$ cat config.mk
export PLATFORM = sky130hd
export DESIGN_NAME = led_pattern_shifter_flat
export DESIGN_NICKNAME = d
export VERILOG_FILES = /design/src/rtl/led_pattern_shifter_if.sv /design/src/rtl/led_pattern_shifter.sv /design/src/flat_wrapper.sv
export SDC_FILE = /design/constraint.sdc
export NUM_CORES = 1
export LEC_CHECK = 0
export CORE_MARGIN = 2
export CORE_UTILIZATION = 54
export DETAILED_ROUTE_END_ITERATION = 7
export PLACE_DENSITY = 0.87
export SYNTH_ARGS = -nofsm -noshare
export SYNTH_HDL_FRONTEND = slang
export SYNTH_SLANG_ARGS = --single-unit
$ cat constraint.sdc
create_clock -name clk -period 2 [get_ports clk]
set_input_delay 0.4 -clock clk [delete_from_list [all_inputs] [get_ports clk]]
set_output_delay 0.4 -clock clk [all_outputs]
set_load 0.005 [all_outputs]
$ cat src/rtl/led_pattern_shifter_if.sv
// Control and pattern signals of the LED pattern engine.
// The driver side (bench or lab top) uses master; the engine itself uses slave.
interface led_pattern_shifter_if #(
  parameter int WIDTH = 4
);
  logic [1:0]       mode;
  logic             dir;
  logic             serial_in;
  logic             clear;
  logic             load;
  logic [WIDTH-1:0] load_data;
  logic [WIDTH-1:0] q;
  logic             tick;
  logic             dir_o;
  logic             event_o;

  modport master (
    output mode, dir, serial_in, clear, load, load_data,
    input  q, tick, dir_o, event_o
  );

  modport slave (
    input  mode, dir, serial_in, clear, load, load_data,
    output q, tick, dir_o, event_o
  );
endinterface

$ cat src/rtl/led_pattern_shifter.sv
// WIDTH-bit LED pattern register advanced once per prescaler wrap.
// Supports hold, serial shift-in, rotate and bounce, with clear and parallel load.
module led_pattern_shifter #(
  parameter int WIDTH = 4,
  parameter int DIV_W = 23
) (
  input logic                  clk,
  input logic                  reset_n,
  led_pattern_shifter_if.slave bus
);
  typedef enum logic [1:0] {
    MODE_HOLD   = 2'b00,
    MODE_SHIFT  = 2'b01,
    MODE_ROTATE = 2'b10,
    MODE_BOUNCE = 2'b11
  } mode_e;

  localparam logic [DIV_W-1:0] CNT_ONE = {{(DIV_W-1){1'b0}}, 1'b1};

  logic [DIV_W-1:0] cnt_q, cnt_d;
  logic [WIDTH-1:0] q_q, q_d;
  logic             dir_q, dir_d;
  logic             event_q, event_d;
  logic             tick;
  logic             bounce_rev;
  logic             bounce_dir;
  mode_e            mode;

  assign mode = mode_e'(bus.mode);
  assign tick = (cnt_q == {DIV_W{1'b1}});

  // A lit bit at the wall we are heading toward reverses the bounce before shifting.
  assign bounce_rev = dir_q ? q_q[WIDTH-1] : q_q[0];
  assign bounce_dir = bounce_rev ? ~dir_q : dir_q;

  always_comb begin
    cnt_d   = cnt_q + CNT_ONE;
    q_d     = q_q;
    dir_d   = dir_q;
    event_d = 1'b0;
    if (bus.clear) begin
      cnt_d = '0;
      q_d   = '0;
    end else if (bus.load) begin
      q_d   = bus.load_data;
      dir_d = bus.dir;
    end else begin
      if (mode != MODE_BOUNCE) dir_d = bus.dir;
      if (tick) begin
        case (mode)
          MODE_SHIFT: begin
            q_d = bus.dir ? {q_q[WIDTH-2:0], bus.serial_in}
                          : {bus.serial_in, q_q[WIDTH-1:1]};
          end
          MODE_ROTATE: begin
            q_d     = bus.dir ? {q_q[WIDTH-2:0], q_q[WIDTH-1]}
                              : {q_q[0], q_q[WIDTH-1:1]};
            event_d = bus.dir ? q_q[WIDTH-1] : q_q[0];
          end
          MODE_BOUNCE: begin
            q_d     = bounce_dir ? {q_q[WIDTH-2:0], 1'b0}
                                 : {1'b0, q_q[WIDTH-1:1]};
            dir_d   = bounce_dir;
            event_d = bounce_rev;
          end
          default: q_d = q_q;
        endcase
      end
    end
  end

  always_ff @(posedge clk) begin
    if (!reset_n) begin
      cnt_q   <= '0;
      q_q     <= '0;
      dir_q   <= 1'b0;
      event_q <= 1'b0;
    end else begin
      cnt_q   <= cnt_d;
      q_q     <= q_d;
      dir_q   <= dir_d;
      event_q <= event_d;
    end
  end

  assign bus.q       = q_q;
  assign bus.tick    = tick;
  assign bus.dir_o   = dir_q;
  assign bus.event_o = event_q;
endmodule

$ cat src/flat_wrapper.sv
// flat-port wrapper written by rule: the top's interface ports become plain ports
module led_pattern_shifter_flat 
#(
  parameter int WIDTH = 4,
  parameter int DIV_W = 23
)
  (clk, reset_n, bus_mode, bus_dir, bus_serial_in, bus_clear, bus_load, bus_load_data, bus_q, bus_tick, bus_dir_o, bus_event_o);
  led_pattern_shifter_if #(.WIDTH(WIDTH)) bus_i ();
  input logic clk;
  input logic reset_n;
  input wire logic [$bits(bus_i.mode)-1:0] bus_mode;
  input wire logic [$bits(bus_i.dir)-1:0] bus_dir;
  input wire logic [$bits(bus_i.serial_in)-1:0] bus_serial_in;
  input wire logic [$bits(bus_i.clear)-1:0] bus_clear;
  input wire logic [$bits(bus_i.load)-1:0] bus_load;
  input wire logic [$bits(bus_i.load_data)-1:0] bus_load_data;
  output wire logic [$bits(bus_i.q)-1:0] bus_q;
  output wire logic [$bits(bus_i.tick)-1:0] bus_tick;
  output wire logic [$bits(bus_i.dir_o)-1:0] bus_dir_o;
  output wire logic [$bits(bus_i.event_o)-1:0] bus_event_o;
  assign bus_i.mode = bus_mode;
  assign bus_i.dir = bus_dir;
  assign bus_i.serial_in = bus_serial_in;
  assign bus_i.clear = bus_clear;
  assign bus_i.load = bus_load;
  assign bus_i.load_data = bus_load_data;
  assign bus_q = bus_i.q;
  assign bus_tick = bus_i.tick;
  assign bus_dir_o = bus_i.dir_o;
  assign bus_event_o = bus_i.event_o;
  led_pattern_shifter #(.WIDTH(WIDTH), .DIV_W(DIV_W)) u_core (.clk(clk), .reset_n(reset_n), .bus(bus_i));
endmodule
==> results.toml, run 1 <==
[status]
status = "completed"

[route]
via_per_inst = 5.766
wl_per_cell_um = 15.32
ant_nets = 0
totalWireLength_mm = 3.999
drtIter0Drc = 68
vias = 1505
drt-pass1-iter-count = 4
drc = 0

[clock_network]
clkLatencyLatePin_ns = 0.34
numCtsBuffers = 5
cts_root_buf = "clkbuf_4"
tritoncts = "yes"
clkTransAtPathRegs_ns = 0.09
cts.htree.levels = 2
cts_hold_buf = 0
cts.sinks = 29
clk_path_buf_depth = 2

[critical_path]
critPathKind = "flop to primary output"
worstSetupEndpointType = "primary output"
start_kind = "flop"
crit_required_ns = 1.60
crit_fanout = 2
arrival_ns = 1.54

[yosys]
yosysUniqueCellTypes = 44
netlist_area_um2 = 1564
synth_edf_count = 0
seq_area_frac_synth = 0.3712
synth_top_area_frac = 0.3712
ys_ff_latch = 29
synth_top_cell_by_area = "dfxtp_1"
synthTopCellsByArea = "dfxtp_1 (37%), xor2_1 (9.0%), nor2_1 (7.0%)"
ys_warn_count = 0
yosys-top-cells-count = "dfxtp_1 (29), nor2_1 (29), xor2_1 (16), nand2_1 (11), nand3_1 (9)"
syn-num-nets = 195
synth-async-reset-ratio = 0
synth_flop_cell = "dfxtp_1"
syn_inst = 182
synth.avg_cell_area_um2 = 8.593

[place]
dp_hpwl_mm = 2.900
io_buffer_count = 18
post-place-ws_ns = -0.03685
place.gp.congestion = 0.8402
dp.cells = 251

[global_route]
grt_usage = 0.2702
grt_antenna_before_repair = 0
grt_max_degree = 13
grt_pass1_wl_mm = 6.810
grt.overflow.total = 0
grt_pass1_vias = 1539

[die]
io_pins = 19
die_height_um = 57.82
fp-row-count = 19
die-area_um2 = 3343
die-width_um = 57.82
initial_core_util = 0.5672
coreArea_um2 = 2758

[sta]
worst_pin_slew_ns = 0.3816
min_period_ns = 1.936
setup_violations = 0
fin_ws_ns = 0.06372
max_slew_margin = 0.7452
final_max_slew_viol_count = 0
rsz0062_at_grt = "no"
fin_crit_sh = 0.9681
hold_viol = 0
fmax_mhz = 516.5
skew_ns = 0.01308
tns_ns = 0

[power_and_ir_drop]
p_total_mw = 1.048
power_leakage_nw = 0.8636
vdd_drop_max_uv = 496.6
powerDensity_nw_per_um2 = 508.7

[min_path]
holdCritPathClass = "flop to flop"

[job]
maxCapViolCount = 0

[final_layout]
synthToLayoutAreaGrowth_pct = 31.76
drive_above_1_share = 0.2870
fin_util = 0.7473
stdcell_count = 261
n_antenna_cell = 0
nets = 244
[registers in the layout, indices dropped and copies added, names as in the netlist]
name and count:
u_core.cnt_q 23, u_core.bus.q 4, u_core.bus.dir_o 1, u_core.bus.event_o 1
[timing repair]
item	4_1_cts	5_1_grt
setup endpoints to repair	1	4
pin swaps	3	3
setup buffers	3	1
resized for setup	10	5
[stage by stage]
| step | hold WS [ns] | instance area [µm²] |
|---|---|---|
| final | 0.5204 | 2061 |
| after global routing | 0.5693 | 2061 |
| after CTS | 0.5248 | 2047 |
| after detailed placement | 0.4936 | 1959 |
| after global placement | 0.4871 | 1959 |
| after floorplan | 0.4419 | 1564 |
[power breakdown]
group          leakage (nW)  internal, mW  switching [mW]  total, mW
Clock                0.0269         0.122           0.209      0.330
Sequential            0.236         0.584          0.0115      0.596
Combinational         0.600        0.0689          0.0536      0.123
[critical path, cell delays in order, from the launching register on]
cell and delay, ns:
dfxtp_1 0.36, nand4_1 0.21, nor4_4 0.30, and3_4 0.22
buf_2 0.11
[layout make-up]
class | count | area, µm²
well taps | 31 | 38.79
clock buffers | 5 | 37.54
fillers | 177 | 696.9
repair buffers | 52 | 430.4
inverters | 6 | 22.52
flip-flops and latches | 29 | 585.6
multi-input cells | 137 | 940.9
clock inverters | 1 | 5.005
[layer usage]
layer / track usage / vias up / wire, µm
met5: 0 / - / 0
met4: 0.1694 / 0 / 200
met3: 0.06473 / 19 / 141
met2: 0.4692 / 42 / 2117
met1: 0.2940 / 715 / 1539
li1: - / 729 / -
[cells in the final DEF, fill, tap and decap left out, types with 3 or more instances in the layout]
| cell type | instances |
|---|---|
| o21ai_0 | 3 |
| xnor2_1 | 5 |
| nand4_1 | 5 |
| nor2b_1 | 3 |
| inv_1 | 6 |
| a21oi_1 | 8 |
| and3_2 | 4 |
| xor2_1 | 16 |
| nand2b_1 | 3 |
| clkbuf_4 | 5 |
| clkdlybuf4s50_1 | 17 |
| dfxtp_2 | 4 |
| and3_1 | 4 |
| nand2_1 | 11 |
| nor2_1 | 29 |
| dfxtp_1 | 25 |
| mux2_2 | 5 |
| nand3_1 | 8 |
| buf_4 | 34 |
[cells by family (layout without fill, tap and decap cells)]
family / count (synthesis) / after routing / share of synthesized area
compound gates: 27 / 27 / 0.1216
buf+inv: 16 / 64 / 0.04559
mux: 5 / 5 / 0.03600
xor+xnor: 21 / 21 / 0.1176
fa+ha+maj: 1 / 1 / 0.007999
flops: 29 / 29 / 0.3712
simple gates: 83 / 83 / 0.3000
[final timing paths]
kind	start	end	slack (ns)	depth (start not counted)
setup / recovery	u_core.cnt_q[2]	bus_tick	0.06	4
hold / removal	u_core.cnt_q[21]	u_core.cnt_q[21]	0.52	2
setup reg to reg	u_core.cnt_q[14]	u_core.bus.q[1]	0.09	7
hold reg to reg	u_core.cnt_q[21]	u_core.cnt_q[21]	0.52	2
(Power assumes the default switching activity.)
==> run 2, diff against run 1 <==
--- a/config.mk
+++ b/config.mk
@@ -5,7 +5,6 @@
 export SDC_FILE = /design/constraint.sdc
 export NUM_CORES = 1
 export LEC_CHECK = 0
-export CORE_MARGIN = 2
 export CORE_UTILIZATION = 54
 export DETAILED_ROUTE_END_ITERATION = 7
 export PLACE_DENSITY = 0.87
==> constraint.sdc (replaced) <==
create_clock -name clk -period 1.9 [get_ports clk]
set_input_delay 0.38 -clock clk [delete_from_list [all_inputs] [get_ports clk]]
set_output_delay 0.38 -clock clk [all_outputs]
set_load 0.005 [all_outputs]
==> run 2 against run 1 <==
The flow now finishes with violations (setup timing). Register-to-register slack got worse by 0.02 ns. Final cell count rose by 2.3%. Via count is 4.1% higher. Design area increased by 5.0%. Routed wire length is 3.4% higher. Combinational power is 9% higher. Clock power grew 61%. Largest power group unchanged. Highest routed layer unchanged.
==> results.toml, run 2 (synthesized netlist as in run 1, its figures left out) <==
[place]
place.gp.congestion = 0.9179
io_buffer_count = 18
dpl_cell_area_um2 = 2002
post-place-ws_ns = -0.08950
dp_hpwl_mm = 2.948
dp.cells = 255

[sta]
max_slew_margin = 0.7521
fin_crit_sh = 1.025
rsz0062_at_grt = "yes"
fin_ws_ns = -0.04708
tns_ns = -0.04708
setup_violations = 1
final_max_slew_viol_count = 0
hold_viol = 0
whs_ns = 0.5338
min_period_ns = 1.947
skew_ns = 0.01102
fmax_mhz = 513.6
worst_pin_slew_ns = 0.3714

[clock_network]
clkLatencyLatePin_ns = 0.33
clkTransAtPathRegs_ns = 0.10
cts.htree.levels = 2
cts_root_buf = "clkbuf_4"
numCtsBuffers = 5
tritoncts = "yes"
cts.sinks = 29
clk_path_buf_depth = 2

[global_route]
grt_pass1_vias = 1571
grt_pass1_wl_mm = 7.024
grt.overflow.total = 0
grt_max_degree = 27
grt_antenna_before_repair = 0
grt_usage = 0.2890

[route]
ant_nets = 0
drc = 0
wl_per_cell_um = 15.49
drt-pass1-iter-count = 5
via_per_inst = 5.865
drtIter0Drc = 86
totalWireLength_mm = 4.136
vias = 1566

[power_and_ir_drop]
p_switching_mw = 0.2892
combPwrFrac = 0.104
intPower_mw = 1.004
pwr-share-clk = 0.411
p_total_mw = 1.293
sequentialPowerShare = 0.485
vdd_drop_max_uv = 656.5
power_leakage_nw = 0.9115
powerDensity_nw_per_um2 = 597.6
swShare = 0.2236

[final_layout]
fin_area_um2 = 2165
synthToLayoutAreaGrowth_pct = 38.40
regMostFlops = "u_core.cnt_q"
drive_above_1_share = 0.3136
n_antenna_cell = 0
nets = 248
multiInputGateArea_um2 = 950.9
largest_register_ffs = 23
fin_util = 0.7849
final_cell_mix = "buf_4 (37), nor2_1 (29), dfxtp_1 (23)"
regArea_um2 = 588.1
fill_cells = 187
stdcell_count = 267
final_common_cell = "buf_4"

[critical_path]
max_stage_delay_ns = 0.37
arrival_ns = 1.57
r2r_end = "u_core.bus.q[0]"
critPathKind = "flop to primary output"
crit_slowest_cell = "dfxtp_2"
reg2reg_slack_ns = 0.07
start_kind = "flop"
crit_required_ns = 1.52
crit_chain = "ha_4, nand3_4, nor4_4, and3_4, buf_6"
r2r_start = "u_core.cnt_q[0]"
worstSetupEndpointType = "primary output"
ff2ff_path_depth = 8
crit_fanout = 2

[die]
coreArea_um2 = 2758
io_pins = 19
initial_core_util = 0.5672
die_height_um = 55.82
die-area_um2 = 3115
fp-row-count = 19
die-width_um = 55.82

[status]
violations = "setup timing"
status = "complete, but fails checks"

[min_path]
min_to = "u_core.cnt_q[20]"
holdCritPathClass = "flop to flop"
worstHoldStart = "u_core.cnt_q[20]"
whs_path_depth = 2

[job]
maxCapViolCount = 0
[run 2: power groups by stage]
stage               Sequential, mW  Combinational, mW  Clock (mW)
global placement             0.639              0.123           0
floorplan                    0.635             0.0676           0
CTS                          0.627              0.131       0.538
global route                 0.629              0.145       0.566
finish                       0.627              0.134       0.532
detailed placement           0.640              0.129           0
[run 2: worst max-delay path, delay by kind of cell, from the launching register on]
kind	cells	cell delay [ns]
and+or+nand+nor	3	0.61
DFF	1	0.37
adders and majority gates	1	0.16
buffers and inverters	1	0.09
[run 2: repair_timing]
item | in CTS | in global routing
hold buffers | 0 | 0
gates resized for setup | 12 | 7
setup endpoints to repair | 1 | 5
pin swaps | 5 | 4
buffers inserted | 4 | 0
[run 2: area by class of cell]
cell class,count,area share
clock inverter,1,0.01387
timing repair buffer,56,0.2214
clock buffer,7,0.02543
sequential,29,0.2717
inverter,6,0.01040
tap,31,0.01792
multi-input combinational,137,0.4393
[run 2: metal layers]
metal / routed length [µm] / vias to the layer above / track usage / part of all wire
li1: - / 741 / - / -
met3: 249 / 20 / 0.08605 / 0.060
met2: 2121 / 63 / 0.4974 / 0.51
met1: 1641 / 742 / 0.3442 / 0.40
met5: 0 / - / 0 / 0
met4: 124 / 0 / 0.09756 / 0.030
[run 2: worst max-delay path by stage]
stage | endpoint | cells after the start | startpoint | slack, ns
floorplan | u_core.bus.q[2] | 6 | u_core.bus.q[0] | 0.16
CTS | bus_tick | 5 | u_core.cnt_q[1] | -0.06
finish | bus_tick | 5 | u_core.cnt_q[0] | -0.05
global route | bus_tick | 5 | u_core.cnt_q[0] | -0.11
global placement | bus_tick | 4 | u_core.cnt_q[11] | -0.07
detailed placement | u_core.bus.q[2] | 7 | bus_mode[0] | -0.09
==> run 3, diff against run 2 <==
--- a/config.mk
+++ b/config.mk
@@ -5,9 +5,11 @@
 export SDC_FILE = /design/constraint.sdc
 export NUM_CORES = 1
 export LEC_CHECK = 0
+export CORE_MARGIN = 1.5
 export CORE_UTILIZATION = 54
 export DETAILED_ROUTE_END_ITERATION = 7
 export PLACE_DENSITY = 0.87
+export REMOVE_ABC_BUFFERS = 1
 export SYNTH_ARGS = -nofsm -noshare
 export SYNTH_HDL_FRONTEND = slang
 export SYNTH_SLANG_ARGS = --single-unit
==> run 3 against run 2 <==
The run still ends with setup timing left. Sequential power is essentially flat. Register-to-register slack is essentially flat. Sequential share of layout area grew 0.19 points. Die area grew 3.6%. Power shrank 7.1%. Routed wire length grew 6.3%. Via count grew 1.4%. Non-clock buffer count grew 1. Clock power shrank 17%. Highest routed layer unchanged.
==> results.toml, run 3 (synthesized netlist as in run 1, its figures left out) <==
[sta]
worst_pin_slew_ns = 0.3222
max_slew_margin = 0.7849
whs_ns = 0.5406
final_max_slew_viol_count = 0
setup_violations = 1
rsz0062_at_grt = "yes"
skew_ns = 0.01235
fmax_mhz = 514.2
hold_viol = 0
min_period_ns = 1.945
fin_ws_ns = -0.04464
fin_crit_sh = 1.023

[final_layout]
stdcell_count = 268
largest_register_ffs = 23
nets = 249
final_common_cell = "buf_4"
final_cell_mix = "buf_4 (39), nor2_1 (29), dfxtp_1 (26)"
regMostFlops = "u_core.cnt_q"
drive_above_1_share = 0.3038
n_antenna_cell = 0
synthToLayoutAreaGrowth_pct = 36.56

[clock_network]
cts.htree.levels = 2
numCtsBuffers = 5
cts.sinks = 29
cts_root_buf = "clkbuf_4"
clk_path_buf_depth = 2
cts_hold_buf = 0
tritoncts = "yes"
clkTransAtPathRegs_ns = 0.10
clkLatencyLatePin_ns = 0.34

[route]
wl_per_cell_um = 16.41
ant_nets = 0
wl_met1_mm = 1.714
via_per_inst = 5.925
highest_layer = "met4"
totalWireLength_mm = 4.397
drt-pass1-iter-count = 4
drtIter0Drc = 105
wl_met3_um = 247
vias = 1588
wl_met2_mm = 2.238
drc = 0

[min_path]
min_to = "u_core.cnt_q[19]"
worstHoldStart = "u_core.cnt_q[19]"
whs_path_depth = 2
holdCritPathClass = "flop to flop"

[global_route]
grt.overflow.total = 0
grt_usage = 0.2886
grt_antenna_before_repair = 0
grt_max_degree = 16
grt_pass1_wl_mm = 7.141
grt_pass1_vias = 1609

[critical_path]
worstSetupEndpointType = "primary output"
crit_slowest_cell = "dfxtp_2"
crit_family = "simple AND/OR/NAND/NOR gates"
start_kind = "flop"
critPathKind = "flop to primary output"
startpoint = "u_core.cnt_q[1]"
crit_fanout = 2
reg2reg_slack_ns = 0.07
crit_chain = "ha_4, nand3_4, nor4_4, and3_4, buf_6"
crit_required_ns = 1.52
worst-path-buf-inv = 1
r2r_start = "u_core.cnt_q[2]"
max_stage_delay_ns = 0.37
r2r_end = "u_core.bus.q[1]"
cp.depth = 5
arrival_ns = 1.56
ff2ff_path_depth = 6

[place]
place.gp.congestion = 0.8848
dp.cells = 257
io_buffer_count = 18
post-place-ws_ns = -0.09599
dp_hpwl_mm = 3.058

[die]
fp-row-count = 19
initial_core_util = 0.5672
die-width_um = 56.82
die-area_um2 = 3228
io_pins = 19
die_height_um = 56.82
coreArea_um2 = 2758

[status]
violations = "setup timing"
status = "complete, but fails checks"

[power_and_ir_drop]
powerDensity_nw_per_um2 = 562.4
power_leakage_nw = 0.9068
vdd_drop_max_uv = 564.4

[job]
maxCapViolCount = 0
[run 3: worst max-delay path by stage]
stage                       end
2_1_floorplan  u_core.bus.dir_o
3_3_place_gp    u_core.bus.q[1]
3_5_place_dp    u_core.bus.q[0]
4_1_cts                bus_tick
5_1_grt                bus_tick
6_report               bus_tick
[run 3: layout make-up]
cell class	count	area, µm²
Timing Repair Buffer	57	474.2
Sequential cell	29	584.3
Multi-Input combinational cell	137	945.9
Inverter	6	22.52
Fill cell	171	621.8
Tap cell	31	38.79
Clock inverter	1	5.005
Clock buffer	7	65.06
[run 3: report_power, final]
part	switching [mW]	total (mW)	internal (mW)
clock	0.227	0.442	0.214
sequential	0.0118	0.627	0.615
combinational	0.0583	0.133	0.0744
[run 3: through the flow]
step             util  TNS [ns]  cell area [µm²]  power [mW]
2_1_floorplan       -         0             1515      0.6904
3_3_place_gp   0.7269   -0.1753             2004      0.7587
3_5_place_dp   0.7269   -0.3811             2004      0.7652
4_1_cts        0.7686  -0.03104             2120       1.185
5_1_grt        0.7745   -0.1409             2136       1.243
6_report       0.7745  -0.04464             2136       1.201
[run 3: worst min-delay path, cell delays in order, from the launching register on]
cell     delay [ns]
dfxtp_1        0.36
xor2_1         0.08
nor2_1         0.07
[run 3: what timing repair did]
action                                  in CTS  in global routing
gates resized for setup                     12                  2
setup buffers                                2                  1
endpoints found under the setup margin       1                  5
pin swaps                                    3                  3
[run 3: layer usage]
layer | up-vias | global-route usage
met5 | - | 0
met4 | 0 | 0.1761
met3 | 22 | 0.07604
met2 | 71 | 0.5000
met1 | 748 | 0.3100
li1 | 747 | -
